--- src/rtl/led_water_pkg.sv ---
// Shared encodings, FSM states and seed helpers for the LED water-flow pattern engine.
package led_water_pkg;

  localparam logic [1:0] MODE_SHIFT_L  = 2'b00;
  localparam logic [1:0] MODE_SHIFT_R  = 2'b01;
  localparam logic [1:0] MODE_PINGPONG = 2'b10;
  localparam logic [1:0] MODE_FILL     = 2'b11;

  localparam int unsigned MAX_LED_W = 64;

  typedef enum logic [2:0] {
    S_SHL,
    S_SHR,
    S_PP_UP,
    S_PP_DN,
    S_FILL
  } state_e;

  // Seed pattern shown on entry to a mode: SHIFT_R starts at the MSB, all others at bit 0.
  function automatic logic [MAX_LED_W-1:0] seed_of(input logic [1:0] mode,
                                                   input int unsigned width);
    seed_of = MAX_LED_W'(1);
    if (mode == MODE_SHIFT_R) begin
      seed_of = MAX_LED_W'(1) << (width - 1);
    end
  endfunction

  function automatic state_e entry_state(input logic [1:0] mode);
    case (mode)
      MODE_SHIFT_R:  entry_state = S_SHR;
      MODE_PINGPONG: entry_state = S_PP_UP;
      MODE_FILL:     entry_state = S_FILL;
      default:       entry_state = S_SHL;
    endcase
  endfunction

  function automatic logic [1:0] mode_of(input state_e s);
    case (s)
      S_SHR:           mode_of = MODE_SHIFT_R;
      S_PP_UP, S_PP_DN: mode_of = MODE_PINGPONG;
      S_FILL:          mode_of = MODE_FILL;
      default:         mode_of = MODE_SHIFT_L;
    endcase
  endfunction

endpackage

--- src/rtl/rise_detect.sv ---
// Rising-edge detector for a level sampled in the local clock domain; history resets high.
module rise_detect (
  input  logic clk,
  input  logic rst,
  input  logic sig,
  output logic pulse
);

  logic sig_d_q;
  logic sig_d_d;

  always_comb begin
    sig_d_d = sig;
  end

  always_ff @(posedge clk) begin
    if (rst) begin
      sig_d_q <= 1'b1;
    end else begin
      sig_d_q <= sig_d_d;
    end
  end

  assign pulse = sig & ~sig_d_q;

endmodule

--- src/rtl/led_water_ctrl.sv ---
// LED water-flow pattern engine: advances one of four patterns on each rising edge of CLK_1HZ.
import led_water_pkg::*;

module led_water_ctrl #(
  parameter int unsigned LED_WIDTH      = 8,
  parameter bit          LED_ACTIVE_LOW = 1'b0
) (
  input  logic                 CLK_50MHZ,
  input  logic                 RST,
  input  logic                 CLK_1HZ,
  input  logic [1:0]           MODE,
  input  logic                 PAUSE,
  output logic [LED_WIDTH-1:0] LED,
  output logic                 WRAP
);

  localparam int unsigned MSB = LED_WIDTH - 1;
  localparam logic [LED_WIDTH-1:0] ALL_ONES = '1;

  logic [1:0]           mode_meta_q, mode_meta_d, mode_s_q, mode_s_d;
  logic                 pause_meta_q, pause_meta_d, pause_s_q, pause_s_d;
  state_e               state_q, state_d;
  logic [LED_WIDTH-1:0] p_q, p_d;
  logic                 wrap_q, wrap_d;
  logic                 step_c;
  logic                 legal_c;
  logic [1:0]           mode_cur_c;

  rise_detect u_step (
    .clk   (CLK_50MHZ),
    .rst   (RST),
    .sig   (CLK_1HZ),
    .pulse (step_c)
  );

  always_comb begin
    mode_meta_d  = MODE;
    mode_s_d     = mode_meta_q;
    pause_meta_d = PAUSE;
    pause_s_d    = pause_meta_q;
  end

  // Pattern legality: one-hot outside FILL (and not already at the turning end for PINGPONG),
  // contiguous low ones (including zero) in FILL.
  always_comb begin
    legal_c = 1'b0;
    case (state_q)
      S_SHL, S_SHR: legal_c = $onehot(p_q);
      S_PP_UP:      legal_c = $onehot(p_q) && !p_q[MSB];
      S_PP_DN:      legal_c = $onehot(p_q) && !p_q[0];
      S_FILL:       legal_c = ((p_q & (p_q + LED_WIDTH'(1))) == '0);
      default:      legal_c = 1'b0;
    endcase
  end

  always_comb begin
    state_d    = state_q;
    p_d        = p_q;
    wrap_d     = 1'b0;
    mode_cur_c = mode_of(state_q);
    if (step_c && !pause_s_q) begin
      if (mode_s_q != mode_cur_c) begin
        state_d = entry_state(mode_s_q);
        p_d     = LED_WIDTH'(seed_of(mode_s_q, LED_WIDTH));
      end else if (!legal_c) begin
        state_d = entry_state(mode_cur_c);
        p_d     = LED_WIDTH'(seed_of(mode_cur_c, LED_WIDTH));
      end else begin
        case (state_q)
          S_SHL: begin
            p_d    = {p_q[MSB-1:0], p_q[MSB]};
            wrap_d = p_q[MSB];
          end
          S_SHR: begin
            p_d    = {p_q[0], p_q[MSB:1]};
            wrap_d = p_q[0];
          end
          S_PP_UP: begin
            p_d = p_q << 1;
            if (p_q[MSB-1]) state_d = S_PP_DN;
          end
          S_PP_DN: begin
            p_d = p_q >> 1;
            if (p_q[1]) begin
              state_d = S_PP_UP;
              wrap_d  = 1'b1;
            end
          end
          S_FILL: begin
            if (p_q == ALL_ONES) begin
              p_d    = '0;
              wrap_d = 1'b1;
            end else begin
              p_d = (p_q << 1) | LED_WIDTH'(1);
            end
          end
          default: begin
            state_d = S_SHL;
            p_d     = LED_WIDTH'(1);
          end
        endcase
      end
    end
  end

  always_ff @(posedge CLK_50MHZ) begin
    if (RST) begin
      mode_meta_q  <= 2'b00;
      mode_s_q     <= 2'b00;
      pause_meta_q <= 1'b0;
      pause_s_q    <= 1'b0;
      state_q      <= S_SHL;
      p_q          <= LED_WIDTH'(1);
      wrap_q       <= 1'b0;
    end else begin
      mode_meta_q  <= mode_meta_d;
      mode_s_q     <= mode_s_d;
      pause_meta_q <= pause_meta_d;
      pause_s_q    <= pause_s_d;
      state_q      <= state_d;
      p_q          <= p_d;
      wrap_q       <= wrap_d;
    end
  end

  // Polarity is a static inversion of the pattern register.
  assign LED  = LED_ACTIVE_LOW ? ~p_q : p_q;
  assign WRAP = wrap_q;

endmodule

--- config.mk ---
export PLATFORM = sky130hd
export DESIGN_NAME = led_water_ctrl
export DESIGN_NICKNAME = d
export VERILOG_FILES = /design/src/rtl/led_water_pkg.sv /design/src/rtl/rise_detect.sv /design/src/rtl/led_water_ctrl.sv
export SDC_FILE = /design/constraint.sdc
export NUM_CORES = 1
export LEC_CHECK = 0
export CORE_MARGIN = 3
export CORE_UTILIZATION = 54
export DETAILED_ROUTE_END_ITERATION = 8
export PLACE_DENSITY = 0.86
export SETUP_SLACK_MARGIN = 0.05
export SLEW_MARGIN = 40
export SYNTH_ARGS = -nofsm -noshare
export SYNTH_HDL_FRONTEND = slang
export SYNTH_HIERARCHICAL = 1
export SYNTH_SLANG_ARGS = --single-unit
--- constraint.sdc ---
create_clock -name CLK_50MHZ -period 5.3 [get_ports CLK_50MHZ]
set_clock_uncertainty 0.05 [all_clocks]
set_input_delay 1.325 -clock CLK_50MHZ [delete_from_list [all_inputs] [get_ports CLK_50MHZ]]
set_output_delay 1.325 -clock CLK_50MHZ [all_outputs]
set_load 0.01 [all_outputs]
# Word level (Yosys, flattened, before mapping)
# Cells that the tools add are included.
# totals
reg_bits	19
input_bits	6
out_inout_bits	9
word_cells	68
# classes
addsub	8
eq_ne	16
n_mux	18
bitwise_logic	5
n_reduce_logical	13
# op_table
cell	count
2-to-1 mux 8 bit	5
case mux 8 bit (5 select lines)	1
case mux 3 bit (3 select lines)	3
2-to-1 mux 3 bit	4
adder 1 x 1 -> 2 bit	4
adder 8 x 1 -> 8 bit, second input constant	1
bitwise AND 8 bit	1
equality test 2 bit, second input constant	4
equality test 8 bit, second input constant	1
logical NOT 8 bit	1
inequality test 4 bit, second input constant	2
case mux 1 bit (4 select lines)	2
adder 2 x 2 -> 3 bit	2
equality test 3 x 2 -> 1 bit, second input constant	2
case mux 2 bit (3 select lines)	1
adder 3 x 3 -> 4 bit	1
equality test 2 x 1 -> 1 bit, second input constant	2
equality test 4 x 1 -> 1 bit, second input constant	1
AND reduction 4 bit	1
OR reduction 2 bit	2
OR reduction 4 bit	1
equality test 3 x 1 -> 1 bit, second input constant	1
equality test 3 bit, second input constant	1
logical AND 1 bit	3
8 further kinds	13

# Longest topological paths before layout
# Gate-level depths: netlist of run 1.
# logic_depth
ltp_word	8
ltp_mapped	14
depth_no_buf	14

# Hierarchy
# Netlist of run 1, hierarchy kept.
# modules_own_cells
module	instances	cells_per_inst	area_per_inst_um2	seq_area_each_um2
led_water_ctrl	1	161	1336.3	360.3
rise_detect	1	3	32.5	20.0

# Worst setup path after synthesis of run 1
# No wires, ideal clock.
# synth_timing
path_type	reg2reg
from	reg p_q[0] (netlist: LED[0])
to	reg state_q[0]
setup_time_ns	0.119
t_arrival_ns	3.764
required_ns	5.131
slack_ns	1.367
path_stages_with_launch	15
n_path_buf	0
period_less_slack_ns	3.933
cell_sequence	dfxtp_1 inv_1 fa_1 fa_1 fa_1 inv_1 ha_1 inv_1 fa_1 a211oi_1 mux2i_1 a2111o_1 nand2_1 o21ai_0 o221a_2
# synth_via
elab_chain_cells	8
word_cells_on_any_way	17
cone_classes	add/sub (4); eq/ne (4); mux (3); bitwise (1); reduce/logical (5)
# synth_lines
element	line_no	source
start: declaration	led_water_ctrl.sv:23	logic [LED_WIDTH-1:0] p_q, p_d;
start signal: assignment	led_water_ctrl.sv:121	p_q <= p_d;
adder 1 x 1 -> 2 bit (implied by the code)	led_water_ctrl.sv:48, led_water_ctrl.sv:49, led_water_ctrl.sv:50	
adder 2 x 2 -> 3 bit (implied by the code)	led_water_ctrl.sv:48, led_water_ctrl.sv:49, led_water_ctrl.sv:50	
adder 3 x 3 -> 4 bit (implied by the code)	led_water_ctrl.sv:48, led_water_ctrl.sv:49, led_water_ctrl.sv:50	
equality test 4 x 1 -> 1 bit	led_water_ctrl.sv:48, led_water_ctrl.sv:49, led_water_ctrl.sv:50	
logical AND 1 bit, on equally long branches	led_water_ctrl.sv:50, led_water_ctrl.sv:49	
case mux 1 bit (4 select lines) *	led_water_ctrl.sv:47	case (state_q)
inequality test 4 bit (no source line), or another cell as far along	-	
AND reduction 4 bit (no source line) / 2-to-1 mux 3 bit (equally long branches)	-	
end signal: assignment	led_water_ctrl.sv:120	state_q <= state_d;
end: declaration	led_water_ctrl.sv:22	state_e state_q, state_d;
# Mark *: on every way between the ends. The rest lies on a longest branch, timed or not.
# A chain may end at the register's enable or synchronous reset.

# Worst setup path in the final report of run 1
# layout_timing
from	reg p_q[1] (netlist: LED[1])
to	reg state_q[1]
# layout_via
elab_chain_cells	8
word_cells_on_any_way	16
cone_classes	add/sub (4); eq/ne (4); mux (3); bitwise (1); reduce/logical (4)
# layout_lines
element	line_no
adder 1 x 1 -> 2 bit (implied by the code)	led_water_ctrl.sv:48, led_water_ctrl.sv:49, led_water_ctrl.sv:50
adder 2 x 2 -> 3 bit (implied by the code)	led_water_ctrl.sv:48, led_water_ctrl.sv:49, led_water_ctrl.sv:50
adder 3 x 3 -> 4 bit (implied by the code)	led_water_ctrl.sv:48, led_water_ctrl.sv:49, led_water_ctrl.sv:50
equality test 4 x 1 -> 1 bit	led_water_ctrl.sv:48, led_water_ctrl.sv:49, led_water_ctrl.sv:50
logical AND 1 bit, on equally long branches	led_water_ctrl.sv:50, led_water_ctrl.sv:49
case mux 1 bit (4 select lines)	led_water_ctrl.sv:47
inequality test 4 bit (no source line), or another cell as far along	-
AND reduction 4 bit (no source line) / 2-to-1 mux 3 bit (equally long branches)	-
# Several ways; a longest one is shown, not always the timed one.

==> impl_metrics.env, run 1 <==
export IMPL_port_buffers=14
export IMPL_setup_viol=0
export IMPL_area_delta_synth_final_pct=11.2
export IMPL_die_h_um=56.3
export IMPL_regArea_um2=380
export IMPL_clk_insertion_delay_late_ns=0.31
export IMPL_hold_path_class="reg -> reg"
export IMPL_start_util=0.596
export IMPL_synthCells=164
export IMPL_crit_path_top_delay_cell="dfxtp_1"
export IMPL_post_cts_setup_buffers=0
export IMPL_fp_row_count=17
export IMPL_p_leak_uw=0.000571
export IMPL_ys_ff_latch=19
export IMPL_drc_errors=0
export IMPL_synth_mux_area_frac=0.0448
export IMPL_synth_edf_count=0
export IMPL_htree_levels=1
export IMPL_ys_flop_type="dfxtp_1"
export IMPL_rsz0062_at_grt="false"
export IMPL_worst_slew_pin_slew_ns=0.816
export IMPL_hpwl_um=2440
export IMPL_worstPathArrival_ns=4.36
export IMPL_placed_area_mm2=0.00150
export IMPL_grt_start_max_net_pins=22
export IMPL_path_class="reg -> reg"
export IMPL_final_period_utilization=0.801
export IMPL_ys_types=50
export IMPL_cts_hold_buf=0
export IMPL_synth_fp_nets=179
export IMPL_synth_adder_area_share=0.104
export IMPL_synth_compound_area_frac=0.296
export IMPL_yosys_warnings=6
export IMPL_drt_met1_wl_um=1510
export IMPL_start_kind="register"
export IMPL_swShare=0.323
export IMPL_max_stage_delay_ns=0.53
export IMPL_wl_met3_um=228
export IMPL_p_seq_frac=0.514
export IMPL_min_period_ns=4.24
export IMPL_grt_pass1_vias=1275
export IMPL_routed_wl_um=3370
export IMPL_multi_input_area_um2=881
export IMPL_cts_root_buf="clkbuf_4"
export IMPL_combPwrFrac=0.242
export IMPL_ios=15
export IMPL_die_w_um=56.3
export IMPL_critPathCaptureType="register"
export IMPL_grt_total_usage=0.233
export IMPL_design_area_mm2=0.00152
export IMPL_worstHoldEndpoint="mode_s_q[0]$_SDFF_PP0_"
export IMPL_timing_rr_start="LED[1]$_SDFFE_PP0P_"
export IMPL_yosysTopAreaCell="dfxtp_1"
export IMPL_final_max_slew_viol_count=0
export IMPL_hold_viol=0
export IMPL_cp_data_required_time_ns=5.42
export IMPL_r2r_slack_ns=1.06
export IMPL_outcome="finished clean"
export IMPL_clkSinkCount=19
export IMPL_cts_inserted_buffers=3
export IMPL_place_inst=197
export IMPL_holdPathStages=1
export IMPL_wire_per_inst_um=16.8
export IMPL_cts_tree="built"
export IMPL_crit_chain="inv_1 > fa_1 > fa_1 > fa_1 > inv_1 > ha_1 > inv_1 > fa_1 > a211oi_1 > mux2i_1 > a2111oi_2 > o21ai_0 > o2111ai_1 > a21oi_1"
export IMPL_synth_simple_area_share=0.192
export IMPL_ant_nets=0
export IMPL_globalRouteOverflowTotal=0
export IMPL_irDropWorstVdd_mv=0.179
export IMPL_netlist_area_mm2=0.00137
export IMPL_n_antenna_cell=0
export IMPL_wl_met2_um=1520
export IMPL_critPathMaxFanout=9
export IMPL_antenna_found_initial=0
export IMPL_grt_pass1_wl_um=5980
export IMPL_highest_layer="met4"
export IMPL_p_switching_uw=100
export IMPL_p_int_uw=210
export IMPL_die_area_mm2=0.00317
export IMPL_place_gp_congestion=0.895
export IMPL_drtPass1Iterations=4
export IMPL_worstHoldStart="mode_meta_q[0]$_SDFF_PP0_"
export IMPL_core_area_mm2=0.00230
export IMPL_worst_slew_margin_rel=0.449
export IMPL_power_uw=310
export IMPL_synth_top_area_share=0.278
export IMPL_viasPerCell=6.45
export IMPL_stdcell_count=201
export IMPL_fill_cells=202
export IMPL_rr_worst_depth=14
export IMPL_rr_endpoint="state_q[1]$_SDFFE_PP0P_"
export IMPL_setup_ws_ns=1.06
export IMPL_synth_async_reset_ratio=0
export IMPL_synth_area_leaders="dfxtp_1 (28%), fa_1 (5.9%), nor2b_1 (5.0%)"
export IMPL_cpMostUsedCell="fa_1"
export IMPL_cts_buffer_depth=2
export IMPL_syn_avg_cell_area_um2=8.35
export IMPL_cpLargestDelayFamily="adder cells"
export IMPL_clkPwrFrac=0.244
export IMPL_layout_nets=189
export IMPL_via_count=1296
export IMPL_max_cap_viol_count=0
export IMPL_power_per_cell_area_mw_per_mm2=203
export IMPL_clkTransAtPathRegs_ns=0.11
export IMPL_synth_xor_area_share=0.00640
export IMPL_dp_slack_ns=1.13
export IMPL_ys_seq_area_frac=0.278
export IMPL_ctsResizeCount=0
export IMPL_fin_tns_setup_ns=0
export IMPL_layout_drive_gt1_share=0.0520
export IMPL_crit_buf_inv=3
export IMPL_drtIter0Drc=75
export IMPL_synth_top_family_by_area="compound AO/OA/AOI/OAI gates"
export IMPL_clock_fmax_mhz=236
export IMPL_cp_startpoint="LED[1]$_SDFFE_PP0P_"
## per-stage QoR
step | util | hold slack, ns
floorplan | - | 0.364
finish | 0.663 | 0.395
global placement | 0.651 | 0.372
global route | 0.663 | 0.417
detailed placement | 0.651 | 0.377
CTS | 0.663 | 0.402
## kinds of logic after synthesis
logic type                 count (synthesis)
adders and majority gates                  9
AOI/OAI and AO/OA                         53
and+or+nand+nor                           51
xor gates and xnor gates                   1
DFF                                       19
buffers and inverters                     25
muxes                                      6
## worst max-delay path by stage
stage                                    to  slack (ns)  depth (start not counted)
floorplan           state_q[0]$_SDFFE_PP0P_        1.37                         14
global placement    state_q[0]$_SDFFE_PP0P_        1.23                         14
detailed placement  state_q[0]$_SDFFE_PP0P_        1.13                         14
CTS                 state_q[0]$_SDFFE_PP0P_        1.12                         14
global route        state_q[1]$_SDFFE_PP0P_        0.81                         14
finish              state_q[1]$_SDFFE_PP0P_        1.06                         14
## worst register-to-register path, cell delays in order (launching register included)
cell and delay, ns:
dfxtp_1 0.53, inv_1 0.13, fa_1 0.49, fa_1 0.51
fa_1 0.41, inv_1 0.06, ha_1 0.15, inv_1 0.05
fa_1 0.37, a211oi_1 0.21, mux2i_1 0.13, a2111oi_2 0.39
o21ai_0 0.26, o2111ai_1 0.27, a21oi_1 0.10
## synthesized netlist by cell type, drive strengths merged (2+ instances only)
master,n
a21oi,7
a211oi,3
nor2,9
nand2,16
o21bai,2
nor3,2
o21ai,10
or2,2
inv,16
a22oi,8
clkbuf,5
dfxtp,19
o221ai,2
ha,5
mux2i,5
o2111ai,2
o31ai,2
o31a,2
buf,4
nor2b,11
nand2b,2
fa,4
a22o,2
a31oi,2
## state kept, by name (all words and copies together) (netlist names)
signal          flops
u_step/sig_d_q      1
WRAP                1
pause_s_q           1
state_q             3
LED                 8
mode_meta_q         2
mode_s_q            2
pause_meta_q        1
## metal layers
| metal | track usage | vias to the layer above |
|---|---|---|
| li1 | - | 614 |
| met1 | 0.317 | 598 |
| met2 | 0.354 | 67 |
| met3 | 0.0483 | 17 |
| met4 | 0.0983 | 0 |
| met5 | 0 | - |
## cell usage in the layout, fill, tap and decap left out, types with 2 or more instances in the layout
cell,n
fa_1,4
nand2b_1,2
o221ai_1,2
nor2_1,9
o31a_1,2
a22o_1,2
a21oi_1,7
o2111ai_1,2
nand2_1,16
nor3_1,2
nor2b_1,11
clkbuf_4,3
mux2i_1,5
a22oi_1,8
ha_1,5
o21ai_0,10
inv_1,16
a211oi_1,2
a31oi_1,2
o21bai_1,2
o31ai_1,2
clkdlybuf4s50_1,14
dfxtp_1,19
## layout make-up
class / instances / share of cell area
inverter: 16 / 0.0394
tap: 28 / 0.0230
multi-input combinational: 120 / 0.578
timing repair buffer: 14 / 0.0920
clock buffer: 4 / 0.0173
sequential: 19 / 0.250
## power groups by stage
| stage | sequential [µW] | clock [µW] | combinational [µW] |
|---|---|---|---|
| final | 159 | 75.6 | 75.0 |
| after global routing | 161 | 82.8 | 82.8 |
| after global placement | 161 | 0 | 70.8 |
| after CTS | 159 | 75.9 | 74.1 |
| after detailed placement | 162 | 0 | 73.8 |
| after floorplan | 155 | 0 | 61.1 |
No activity file was read; power rests on OpenSTA's default activity.
==> inputs of run 2 (changes only) <==
--- a/config.mk
+++ b/config.mk
@@ -6,9 +6,9 @@
 export NUM_CORES = 1
 export LEC_CHECK = 0
 export CORE_MARGIN = 3
-export CORE_UTILIZATION = 54
+export CORE_UTILIZATION = 50
 export DETAILED_ROUTE_END_ITERATION = 8
-export PLACE_DENSITY = 0.86
+export PLACE_DENSITY = 0.84
 export SETUP_SLACK_MARGIN = 0.05
 export SLEW_MARGIN = 40
 export SYNTH_ARGS = -nofsm -noshare
==> constraint.sdc (replaced) <==
create_clock -name CLK_50MHZ -period 3.6 [get_ports CLK_50MHZ]
set_clock_uncertainty 0.05 [all_clocks]
set_input_delay 0.9 -clock CLK_50MHZ [delete_from_list [all_inputs] [get_ports CLK_50MHZ]]
set_output_delay 0.9 -clock CLK_50MHZ [all_outputs]
set_load 0.01 [all_outputs]
==> run 2 against run 1 <==
Against the previous run: the run now ends with setup timing left; sequential cell count is the same; maximum frequency grew 7.6%; sequential share of layout area is 2.1 points lower; final cell count grew 8.0%; via count up 4.9%; final area is 12% higher; hold slack gained 0.0076 ns; largest cell class unchanged; highest routed layer unchanged.
==> impl_metrics.env, run 2 (same netlist as run 1, synthesis figures left out) <==
export IMPL_hpwl_um=2670
export IMPL_clk_insertion_delay_late_ns=0.32
export IMPL_fill_cells=195
export IMPL_routed_wl_um=3890
export IMPL_start_kind="register"
export IMPL_clkPwrFrac=0.237
export IMPL_start_util=0.538
export IMPL_p_switching_uw=175
export IMPL_area_delta_synth_final_pct=24.9
export IMPL_hold_path_class="reg -> reg"
export IMPL_max_cap_viol_count=0
export IMPL_drtPass1Iterations=4
export IMPL_grt_pass1_wl_um=6560
export IMPL_critPathCaptureType="register"
export IMPL_cts_hold_buf=0
export IMPL_layout_common_cells="dfxtp_1 (16), nand2_1 (14), clkdlybuf4s50_1 (14), buf_4 (14), inv_1 (12)"
export IMPL_worstHoldEndpoint="mode_s_q[1]$_SDFF_PP0_"
export IMPL_rr_endpoint="state_q[0]$_SDFFE_PP0P_"
export IMPL_fp_row_count=18
export IMPL_port_buffers=14
export IMPL_via_count=1360
export IMPL_rr_worst_depth=15
export IMPL_ant_nets=0
export IMPL_clkTransAtPathRegs_ns=0.12
export IMPL_layout_drive_gt1_share=0.225
export IMPL_largest_reg_flops=8
export IMPL_clock_fmax_mhz=253
export IMPL_setup_ws_ns=-0.346
export IMPL_cp_data_required_time_ns=3.78
export IMPL_cts_tree="built"
export IMPL_min_period_ns=3.95
export IMPL_die_w_um=58.3
export IMPL_cts_inserted_buffers=3
export IMPL_worstPathArrival_ns=4.12
export IMPL_globalRouteOverflowTotal=0
export IMPL_hold_viol=0
export IMPL_drtIter0Drc=87
export IMPL_holdPathStages=1
export IMPL_cts_root_buf="clkbuf_4"
export IMPL_p_leak_uw=0.000659
export IMPL_irDropWorstVdd_mv=0.295
export IMPL_p_seq_frac=0.459
export IMPL_worstHoldStart="mode_meta_q[1]$_SDFF_PP0_"
export IMPL_worst_slew_margin_rel=0.488
export IMPL_violations="setup timing"
export IMPL_grt_pass1_vias=1376
export IMPL_swShare=0.349
export IMPL_final_max_slew_viol_count=0
export IMPL_htree_levels=1
export IMPL_grt_start_max_net_pins=22
export IMPL_combPwrFrac=0.304
export IMPL_worst_slew_pin_slew_ns=0.767
export IMPL_drc_errors=0
export IMPL_setup_viol=12
export IMPL_layout_nets=203
export IMPL_layout_commonest_cell="dfxtp_1"
export IMPL_critPathMaxFanout=5
export IMPL_die_h_um=58.3
export IMPL_clkSinkCount=19
export IMPL_cts_buffer_depth=2
export IMPL_final_period_utilization=1.10
export IMPL_timing_rr_start="LED[1]$_SDFFE_PP0P_"
export IMPL_antenna_found_initial=0
export IMPL_r2r_slack_ns=-0.35
export IMPL_core_area_mm2=0.00254
export IMPL_place_gp_congestion=0.892
export IMPL_path_class="reg -> reg"
export IMPL_fin_util=0.672
export IMPL_rsz0062_at_grt="true"
export IMPL_p_int_uw=327
export IMPL_outcome="complete, but fails checks"
export IMPL_viasPerCell=6.27
export IMPL_whs_ns=0.402
export IMPL_ios=15
export IMPL_wire_per_inst_um=17.9
export IMPL_n_antenna_cell=0
export IMPL_die_area_mm2=0.00340
export IMPL_power_per_cell_area_mw_per_mm2=294
export IMPL_grt_total_usage=0.257
run 2: power groups by stage:
stage	registers (µW)	clock network [µW]	logic, µW
3_3_place_gp	234	0	120
2_1_floorplan	227	0	93.8
5_1_grt	232	126	166
3_5_place_dp	235	0	125
6_report	230	119	153
4_1_cts	230	118	135
run 2: worst max-delay path, stage by stage (launching register included):
cell,delay [ns]
dfxtp_4,0.37
inv_2,0.04
fa_1,0.57
fa_1,0.45
fa_1,0.44
inv_1,0.07
ha_2,0.17
inv_2,0.04
fa_2,0.36
a211oi_4,0.20
mux2i_2,0.13
a2111o_1,0.37
buf_4,0.19
nand2_8,0.07
o21ai_2,0.08
o221a_2,0.25
run 2: routing by layer:
layer | wire, µm | vias to the layer above | GRT usage | share of wire
met5 | 0 | - | 0 | 0
met4 | 163 | 0 | 0.179 | 0.042
met3 | 219 | 19 | 0.0548 | 0.056
met2 | 1910 | 59 | 0.402 | 0.49
met1 | 1600 | 645 | 0.312 | 0.41
li1 | - | 637 | - | -
run 2: worst max-delay path by stage:
stage | end | startpoint | slack, ns
after global routing | LED[5]$_SDFFE_PP0P_ | LED[1]$_SDFFE_PP0P_ | -0.49
final | state_q[0]$_SDFFE_PP0P_ | LED[1]$_SDFFE_PP0P_ | -0.35
after CTS | LED[2]$_SDFFE_PP0P_ | LED[1]$_SDFFE_PP0P_ | -0.34
after floorplan | state_q[0]$_SDFFE_PP0P_ | LED[3]$_SDFFE_PP0P_ | -0.18
after detailed placement | LED[4]$_SDFFE_PP0P_ | LED[3]$_SDFFE_PP0P_ | -0.38
after global placement | LED[2]$_SDFFE_PP0P_ | LED[3]$_SDFFE_PP0P_ | -0.21
run 2: final cells by class:
class	instances	area, µm²	share of cell area
Timing Repair Buffer	28	245	0.143
Inverter	16	60.1	0.0351
Clock buffer	3	22.5	0.0132
Clock inverter	1	5.00	0.00293
Sequential cell	19	392	0.229
Multi-Input combinational cell	120	947	0.554
Tap cell	30	37.5	0.0220
run 2: repair_timing:
item / 4_1_cts / 5_1_grt
resized for setup: 3 / 6
endpoints found under the setup margin: 12 / 12
pin swaps: 10 / 6
setup buffers: 1 / 3
run 2: metrics by stage:
stage	setup TNS, ns	setup WS [ns]	instance area, µm²	cells	total power (µW)
floorplan	-1.53	-0.175	1400	164	321
global placement	-2.04	-0.211	1600	209	354
detailed placement	-3.90	-0.383	1600	209	359
CTS	-3.61	-0.341	1650	214	483
global route	-5.49	-0.495	1710	217	524
finish	-3.75	-0.346	1710	217	502
